$ cat config.mk
export PLATFORM = sky130hd
export DESIGN_NAME = mac_result_drain
export DESIGN_NICKNAME = d
export VERILOG_FILES = /design/src/rtl/mac_pkg.sv /design/src/rtl/requant_sat.sv /design/src/rtl/mac_result_drain.sv
export SDC_FILE = /design/constraint.sdc
export NUM_CORES = 2
export LEC_CHECK = 0
export CELL_PAD_IN_SITES_DETAIL_PLACEMENT = 0
export CELL_PAD_IN_SITES_GLOBAL_PLACEMENT = 1
export CORE_ASPECT_RATIO = 1.75
export CORE_MARGIN = 4
export CORE_UTILIZATION = 30
export CTS_CLUSTER_DIAMETER = 150
export DETAILED_ROUTE_END_ITERATION = 10
export PLACE_DENSITY_LB_ADDON = 0.1
export SLEW_MARGIN = 10
export SYNTH_ARGS = -nofsm -noshare
export SYNTH_HDL_FRONTEND = slang
export SYNTH_SLANG_ARGS = --single-unit
export TNS_END_PERCENT = 10
$ cat constraint.sdc
create_clock -name clk -period 9.2 [get_ports clk]
set_input_delay 2.3 -clock clk [delete_from_list [all_inputs] [get_ports clk]]
set_output_delay 2.3 -clock clk [all_outputs]
set_load 0.01 [all_outputs]
$ cat src/rtl/mac_pkg.sv
// Constants and types shared by the MAC array and its result drain.
package mac_pkg;
  localparam int DATA_W = 8;
  localparam int MUL_W  = 16;
  localparam int ACC_W  = 32;
  localparam int ROWS   = 4;
  localparam int COLS   = 4;
  localparam int OUT_W  = 8;

  typedef enum logic {IDLE, DRAIN} drain_state_e;
endpackage

$ cat src/rtl/requant_sat.sv
// Combinational requantizer: round-half-up arithmetic right shift, then saturate to OUT_W signed.
module requant_sat #(
  parameter int ACC_W   = 32,
  parameter int OUT_W   = 8,
  parameter int SHIFT_W = 5
) (
  input  logic [ACC_W-1:0]   acc,
  input  logic [SHIFT_W-1:0] shift,
  output logic [OUT_W-1:0]   q,
  output logic               sat
);
  localparam logic signed [ACC_W:0] QMAX = (ACC_W+1)'((1 << (OUT_W-1)) - 1);
  localparam logic signed [ACC_W:0] QMIN = ~QMAX;

  logic [ACC_W:0]        rnd;
  logic signed [ACC_W:0] v, qf;

  // Half-LSB rounding constant; collapses to zero when shift is zero.
  assign rnd = ((ACC_W+1)'(1) << shift) >> 1;
  assign v   = $signed({acc[ACC_W-1], acc}) + $signed(rnd);
  assign qf  = v >>> shift;

  always_comb begin
    q   = qf[OUT_W-1:0];
    sat = 1'b0;
    if (qf > QMAX) begin
      q   = QMAX[OUT_W-1:0];
      sat = 1'b1;
    end else if (qf < QMIN) begin
      q   = QMIN[OUT_W-1:0];
      sat = 1'b1;
    end
  end
endmodule

$ cat src/rtl/mac_result_drain.sv
// Snapshots the MAC accumulators on start and streams requantized elements out row-major.
module mac_result_drain #(
  parameter int ROWS    = mac_pkg::ROWS,
  parameter int COLS    = mac_pkg::COLS,
  parameter int ACC_W   = mac_pkg::ACC_W,
  parameter int OUT_W   = mac_pkg::OUT_W,
  parameter int SHIFT_W = 5,
  localparam int N      = ROWS*COLS,
  localparam int IDX_W  = $clog2(N)
) (
  input  logic                 clk,
  input  logic                 rst,
  input  logic                 start,
  input  logic [N*ACC_W-1:0]   acc_flat,
  input  logic [SHIFT_W-1:0]   shift,
  output logic                 busy,
  output logic                 out_valid,
  input  logic                 out_ready,
  output logic [OUT_W-1:0]     out_data,
  output logic [IDX_W-1:0]     out_idx,
  output logic                 out_last,
  output logic                 out_sat,
  output logic                 done
);
  import mac_pkg::*;

  drain_state_e            state_q, state_d;
  logic [N-1:0][ACC_W-1:0] snap;
  logic [SHIFT_W-1:0]      shift_q;
  logic                    hs, load, adv, fin;
  logic [IDX_W-1:0]        nidx, next_idx;
  logic [ACC_W-1:0]        sel_acc;
  logic [SHIFT_W-1:0]      sel_shift;
  logic [OUT_W-1:0]        rq;
  logic                    rsat;

  assign hs       = out_valid & out_ready;
  assign nidx     = out_idx + IDX_W'(1);
  assign next_idx = load ? '0 : nidx;

  // Outputs are registered, so the requantizer always works on the element
  // about to be presented: element 0 straight from the array on capture,
  // otherwise the next snapshot entry.
  always_comb begin
    state_d   = state_q;
    load      = 1'b0;
    adv       = 1'b0;
    fin       = 1'b0;
    sel_acc   = snap[nidx];
    sel_shift = shift_q;
    case (state_q)
      IDLE: if (start) begin
        load      = 1'b1;
        state_d   = DRAIN;
        sel_acc   = acc_flat[ACC_W-1:0];
        sel_shift = shift;
      end
      DRAIN: if (hs) begin
        if (out_idx == IDX_W'(N-1)) begin
          fin     = 1'b1;
          state_d = IDLE;
        end else begin
          adv = 1'b1;
        end
      end
      default: state_d = IDLE;
    endcase
  end

  requant_sat #(.ACC_W(ACC_W), .OUT_W(OUT_W), .SHIFT_W(SHIFT_W)) u_rq (
    .acc   (sel_acc),
    .shift (sel_shift),
    .q     (rq),
    .sat   (rsat)
  );

  always_ff @(posedge clk) begin
    if (rst) state_q <= IDLE;
    else     state_q <= state_d;
  end

  always_ff @(posedge clk) begin
    if (rst) begin
      snap      <= '0;
      shift_q   <= '0;
      busy      <= 1'b0;
      out_valid <= 1'b0;
      out_data  <= '0;
      out_idx   <= '0;
      out_last  <= 1'b0;
      out_sat   <= 1'b0;
      done      <= 1'b0;
    end else begin
      done <= fin;
      if (load) begin
        snap    <= acc_flat;
        shift_q <= shift;
      end
      if (load | adv) begin
        busy      <= 1'b1;
        out_valid <= 1'b1;
        out_data  <= rq;
        out_sat   <= rsat;
        out_idx   <= next_idx;
        out_last  <= (next_idx == IDX_W'(N-1));
      end else if (fin) begin
        busy      <= 1'b0;
        out_valid <= 1'b0;
        out_data  <= '0;
        out_sat   <= 1'b0;
        out_idx   <= '0;
        out_last  <= 1'b0;
      end
    end
  end
endmodule

==> summary.md <==
| Metric | Value |
|---|---|
| Final weighted congestion in routability-driven placement | `0.901` |
| Area Growth Syn to Fin | `35.0%` |
| Final number of setup-violating endpoints | `0` |
| Die boundary width | `236 um` |
| Layout Skew | `33.6 ps` |
| Sum of negative setup slack | `0 ps` |
| Crit Path Max Fanout | `22` |
| Count of placed standard cells including taps | `5096` |
| I/O pin cnt | `538` |
| Most numerous cell in the Yosys netlist | `sky130_fd_sc_hd__nand2_1` |
| Initial cell density of the core | `0.302` |
| Worst slack at placement | `191 ps` |
| Wire length after detailed routing | `121000 um` |
| Number of cells on the worst reg-to-reg path | `22` |
| Clock input transition at the sequential cells of the worst setup and hold paths | `60 ps` |
| Power density over the cells | `164 nW/um^2` |
| Final routed wire length divided by cell count | `23.3 um` |
| Nets in the synthesized netlist | `3966` |
| Number of design rule violations left after detail routing | `0` |
| Post-CTS setup buffers | `0` |
| Placement Cell Area | `35100 sq um` |
| H-tree depth reported by CTS | `2` |
| Number of different library cells in the post-synthesis netlist | `98` |
| Final layout net count | `4521` |
| CTS Buf Count | `53` |
| Worst path arrival time | `8930 ps` |
| EDFF count, synth | `0` |
| Cell breakdown of the critical path | `clkdlybuf4s50_1 -> nor2b_4 -> buf_12 -> nand2_1 -> nand2_1 -> nand2_1 -> nor2_1 -> ha_1 -> a2111oi_0 -> o221ai_1 -> a211oi_1 -> a32oi_2 -> buf_4 -> xnor2_1 -> a22oi_1 -> o221ai_1 -> a211oi_2 -> or4_1 -> o41ai_2 -> a31oi_2 -> a221o_1` |
| Setup repair after global routing missed its margin | `no` |
| Category of the critical setup timing path | `in -> reg` |
| Top cell type's share of synthesized area | `0.391` |
| Largest net degree at the start of global routing | `224` |
| First-pass GRT wire length | `177000 um` |
| Count of nets left with antenna violations after detail routing | `0` |
| Input/output buffers | `537` |
| Kind of cell adding the most delay to the critical path | `compound AO/OA/AOI/OAI gates` |
| Total grt overflow | `0` |
| Critical Path End | `out_data[1]$_SDFFE_PP0P_` |
| Worst path setup slack after routing | `764 ps` |
| Final cycle utilization of the critical path | `0.917` |
| Max-cap violations | `0` |
| Run status | `completed` |
| Number of cells on the critical path | `21` |
| CP max stage delay | `590 ps` |
| Number of warnings reported in the yosys synthesis log | `0` |
| Rows | `146` |
| Area of the die | `96100 sq um` |
| Worst slew margin relative to its limit | `0.212` |
| Cells after Synth | `3412` |
| Detailed-route via count | `26600` |
| Final-report max-slew violation count | `0` |
| Number of synthesized register bits | `534` |
| Total of hold buffers inserted after clock tree synthesis | `0` |
| Number of gates given a new drive strength after cts | `0` |
| R2R Path Start | `out_idx[0]$_SDFFE_PP0P_` |
| Endpoint class of the critical path | `register` |
| Die outline height | `407 um` |
| Post-synth top area cell | `sky130_fd_sc_hd__dfxtp_1` |
| Layout fillers | `9480` |
| Total Routing Usage GR | `0.240` |
| Initial detailed-routing violation count | `1896` |
| Prevailing post-synth register cell | `sky130_fd_sc_hd__dfxtp_1` |
| Number of detailed-route iterations in the first pass | `7` |
| Nature of the critical path startpoint | `input port` |
| Leakage component of the power | `0.0139 uW` |
| Share of layout cells above drive strength 1 | `0.134` |
| Routed vias/inst | `5.11` |
| Clock tree buffer depth | `3` |
| Tightest Pin Transition | `1180 ps` |
| Top cells by area, synth | `sky130_fd_sc_hd__dfxtp_1 39%, sky130_fd_sc_hd__nand2_1 16%, sky130_fd_sc_hd__a21oi_1 11%` |
| Average footprint of a synthesized cell | `8.01 sq um` |
| Sequential cell area fraction in the yosys report | `0.391` |
| Root buf cell | `sky130_fd_sc_hd__clkbuf_16` |
| Buffering stage count on the worst path with inverters included | `3` |
| Endpoint of the worst register-to-register path | `out_data[1]$_SDFFE_PP0P_` |
| Number of cells in the finished layout apart from fillers | `5206` |
| Detailed placer's ending HPWL | `90900 um` |
| Via count of the first global-routing pass | `27000` |
| Critical path startpoint | `start` |
| Layout Cell Area excl Fill | `36900 sq um` |
| Register-to-register path setup slack | `1780 ps` |
| Number of hold-slack violations in the final timing report | `0` |
| CTS tree | `yes` |
| Shortest clock period the worst path allows after layout | `8440 ps` |
| Hold Worst Slack | `452 ps` |
| Critical Path Slowest Stage Cell | `sky130_fd_sc_hd__a2111oi_0` |
| Maximum resistive drop on vdd | `0.000123 V` |
| Placeable core region | `90400 sq um` |
| Crit-path most repeated cell | `sky130_fd_sc_hd__nand2_1` |
| Post-synth top cells | `1171 x sky130_fd_sc_hd__nand2_1, 581 x sky130_fd_sc_hd__a21oi_1, 534 x sky130_fd_sc_hd__dfxtp_1, 215 x sky130_fd_sc_hd__clkbuf_1, 128 x sky130_fd_sc_hd__mux4_2` |
| Synth async-reset ratio | `0` |
| Worst-skew pair later-pin latency | `630 ps` |
| Worst min path class | `reg -> reg` |
| Critical Path RT | `9690 ps` |
| TritonCTS sink count | `534` |
| Antenna violations before repair | `23` |
| F_max | `119 MHz` |
| Post-synth design cell area | `27300 sq um` |
[cells in the final DEF, fill, tap and decap left out, types with 9 or more instances in the layout]
cell type and count:
sky130_fd_sc_hd__diode_2 12, sky130_fd_sc_hd__and3_1 12, sky130_fd_sc_hd__buf_4 224, sky130_fd_sc_hd__clkdlybuf4s50_1 536, sky130_fd_sc_hd__ha_1 31, sky130_fd_sc_hd__mux4_2 128
sky130_fd_sc_hd__dfxtp_1 533, sky130_fd_sc_hd__clkbuf_1 14, sky130_fd_sc_hd__xor2_1 14, sky130_fd_sc_hd__mux2i_1 60, sky130_fd_sc_hd__clkbuf_8 16, sky130_fd_sc_hd__mux2_2 34
sky130_fd_sc_hd__inv_1 10, sky130_fd_sc_hd__a221o_1 9, sky130_fd_sc_hd__nand3_1 34, sky130_fd_sc_hd__o21ai_0 103, sky130_fd_sc_hd__nor3_1 27, sky130_fd_sc_hd__a21oi_1 581
sky130_fd_sc_hd__nand4_1 16, sky130_fd_sc_hd__clkbuf_16 55, sky130_fd_sc_hd__buf_12 12, sky130_fd_sc_hd__nor2_1 107, sky130_fd_sc_hd__clkinv_2 9, sky130_fd_sc_hd__nand2_1 1171
sky130_fd_sc_hd__o211ai_1 23, sky130_fd_sc_hd__a31oi_1 13, sky130_fd_sc_hd__o21ai_1 13, sky130_fd_sc_hd__xnor2_1 9, sky130_fd_sc_hd__a211oi_1 28
[worst min path at each step]
stage	slack (ps)	to	cells past startpoint	startpoint
after CTS	450	snap[82]$_SDFFE_PP0P_	2	snap[82]$_SDFFE_PP0P_
after global placement	440	snap[262]$_SDFFE_PP0P_	2	snap[262]$_SDFFE_PP0P_
after floorplan	430	snap[191]$_SDFFE_PP0P_	2	snap[191]$_SDFFE_PP0P_
after global routing	470	snap[499]$_SDFFE_PP0P_	2	snap[499]$_SDFFE_PP0P_
final	450	snap[82]$_SDFFE_PP0P_	2	snap[82]$_SDFFE_PP0P_
after detailed placement	440	snap[82]$_SDFFE_PP0P_	2	snap[82]$_SDFFE_PP0P_
[sequential cells by signal, summed over array words and instances, names as in the netlist]
| signal | flops |
|---|---|
| snap | 512 |
| out_data | 8 |
| shift_q | 5 |
| out_sat | 1 |
| out_idx | 4 |
| out_last | 1 |
| out_valid | 1 |
| state_q | 1 |
| done | 1 |
[area by class of cell]
class | instances | area [sq um] | area share
antenna | 12 | 30.0 | 0.000814
clock inverter | 13 | 121 | 0.00329
clock buffer | 85 | 1650 | 0.0447
tap | 1184 | 1480 | 0.0402
inverter | 10 | 37.5 | 0.00102
multi-input combinational | 2595 | 15600 | 0.422
sequential | 534 | 10700 | 0.290
timing repair buffer | 773 | 7300 | 0.198
[metrics by stage]
step	utilization	total power, uW
final	0.408	6030
after global routing	0.408	6300
after CTS	0.408	6120
after detailed placement	0.388	3840
after global placement	0.388	3840
after floorplan	-	3180
[routing by layer]
layer  GRT usage  share of wire  wire [um]  up-vias
met5           0         0.0015        184        -
met4      0.0755          0.034       4070       24
met3      0.0443          0.051       6190      168
met2       0.422           0.50      60200      724
met1       0.297           0.42      50600    12700
li1            -              -          -    13000
[where the power goes]
| part | total, uW | switching (uW) | internal, uW |
|---|---|---|---|
| Clock | 2250 | 996 | 1260 |
| Combinational | 1260 | 677 | 585 |
| Sequential | 2520 | 70.4 | 2450 |
| Total | 6030 | 1740 | 4290 |
[worst register-to-register path: stages (launching register included)]
cell	delay, ps
sky130_fd_sc_hd__dfxtp_4	650
sky130_fd_sc_hd__ha_4	550
sky130_fd_sc_hd__buf_12	310
sky130_fd_sc_hd__buf_12	330
sky130_fd_sc_hd__mux4_2	400
sky130_fd_sc_hd__mux2i_1	260
sky130_fd_sc_hd__nand2_1	80
sky130_fd_sc_hd__o21ai_0	70
sky130_fd_sc_hd__o21ai_0	140
sky130_fd_sc_hd__ha_1	380
sky130_fd_sc_hd__a2111oi_0	590
sky130_fd_sc_hd__o221ai_1	310
sky130_fd_sc_hd__a211oi_1	350
sky130_fd_sc_hd__a32oi_2	210
sky130_fd_sc_hd__buf_4	180
sky130_fd_sc_hd__xnor2_1	340
sky130_fd_sc_hd__a22oi_1	200
sky130_fd_sc_hd__o221ai_1	320
sky130_fd_sc_hd__a211oi_2	140
sky130_fd_sc_hd__or4_1	550
sky130_fd_sc_hd__o41ai_2	380
sky130_fd_sc_hd__a31oi_2	240
sky130_fd_sc_hd__a221o_1	300
[kinds of logic (layout without fill, tap and decap cells)]
group | after synthesis | count (layout) | synth area share
simple gates | 1425 | 1425 | 0.210
mux | 229 | 229 | 0.146
compound gates | 881 | 881 | 0.187
fa+ha+maj | 33 | 33 | 0.0154
xor+xnor | 27 | 27 | 0.00921
flops | 534 | 534 | 0.391
buf+inv | 283 | 881 | 0.0415
other cells | 0 | 12 | 0
Power figures use the tool's default switching activity.
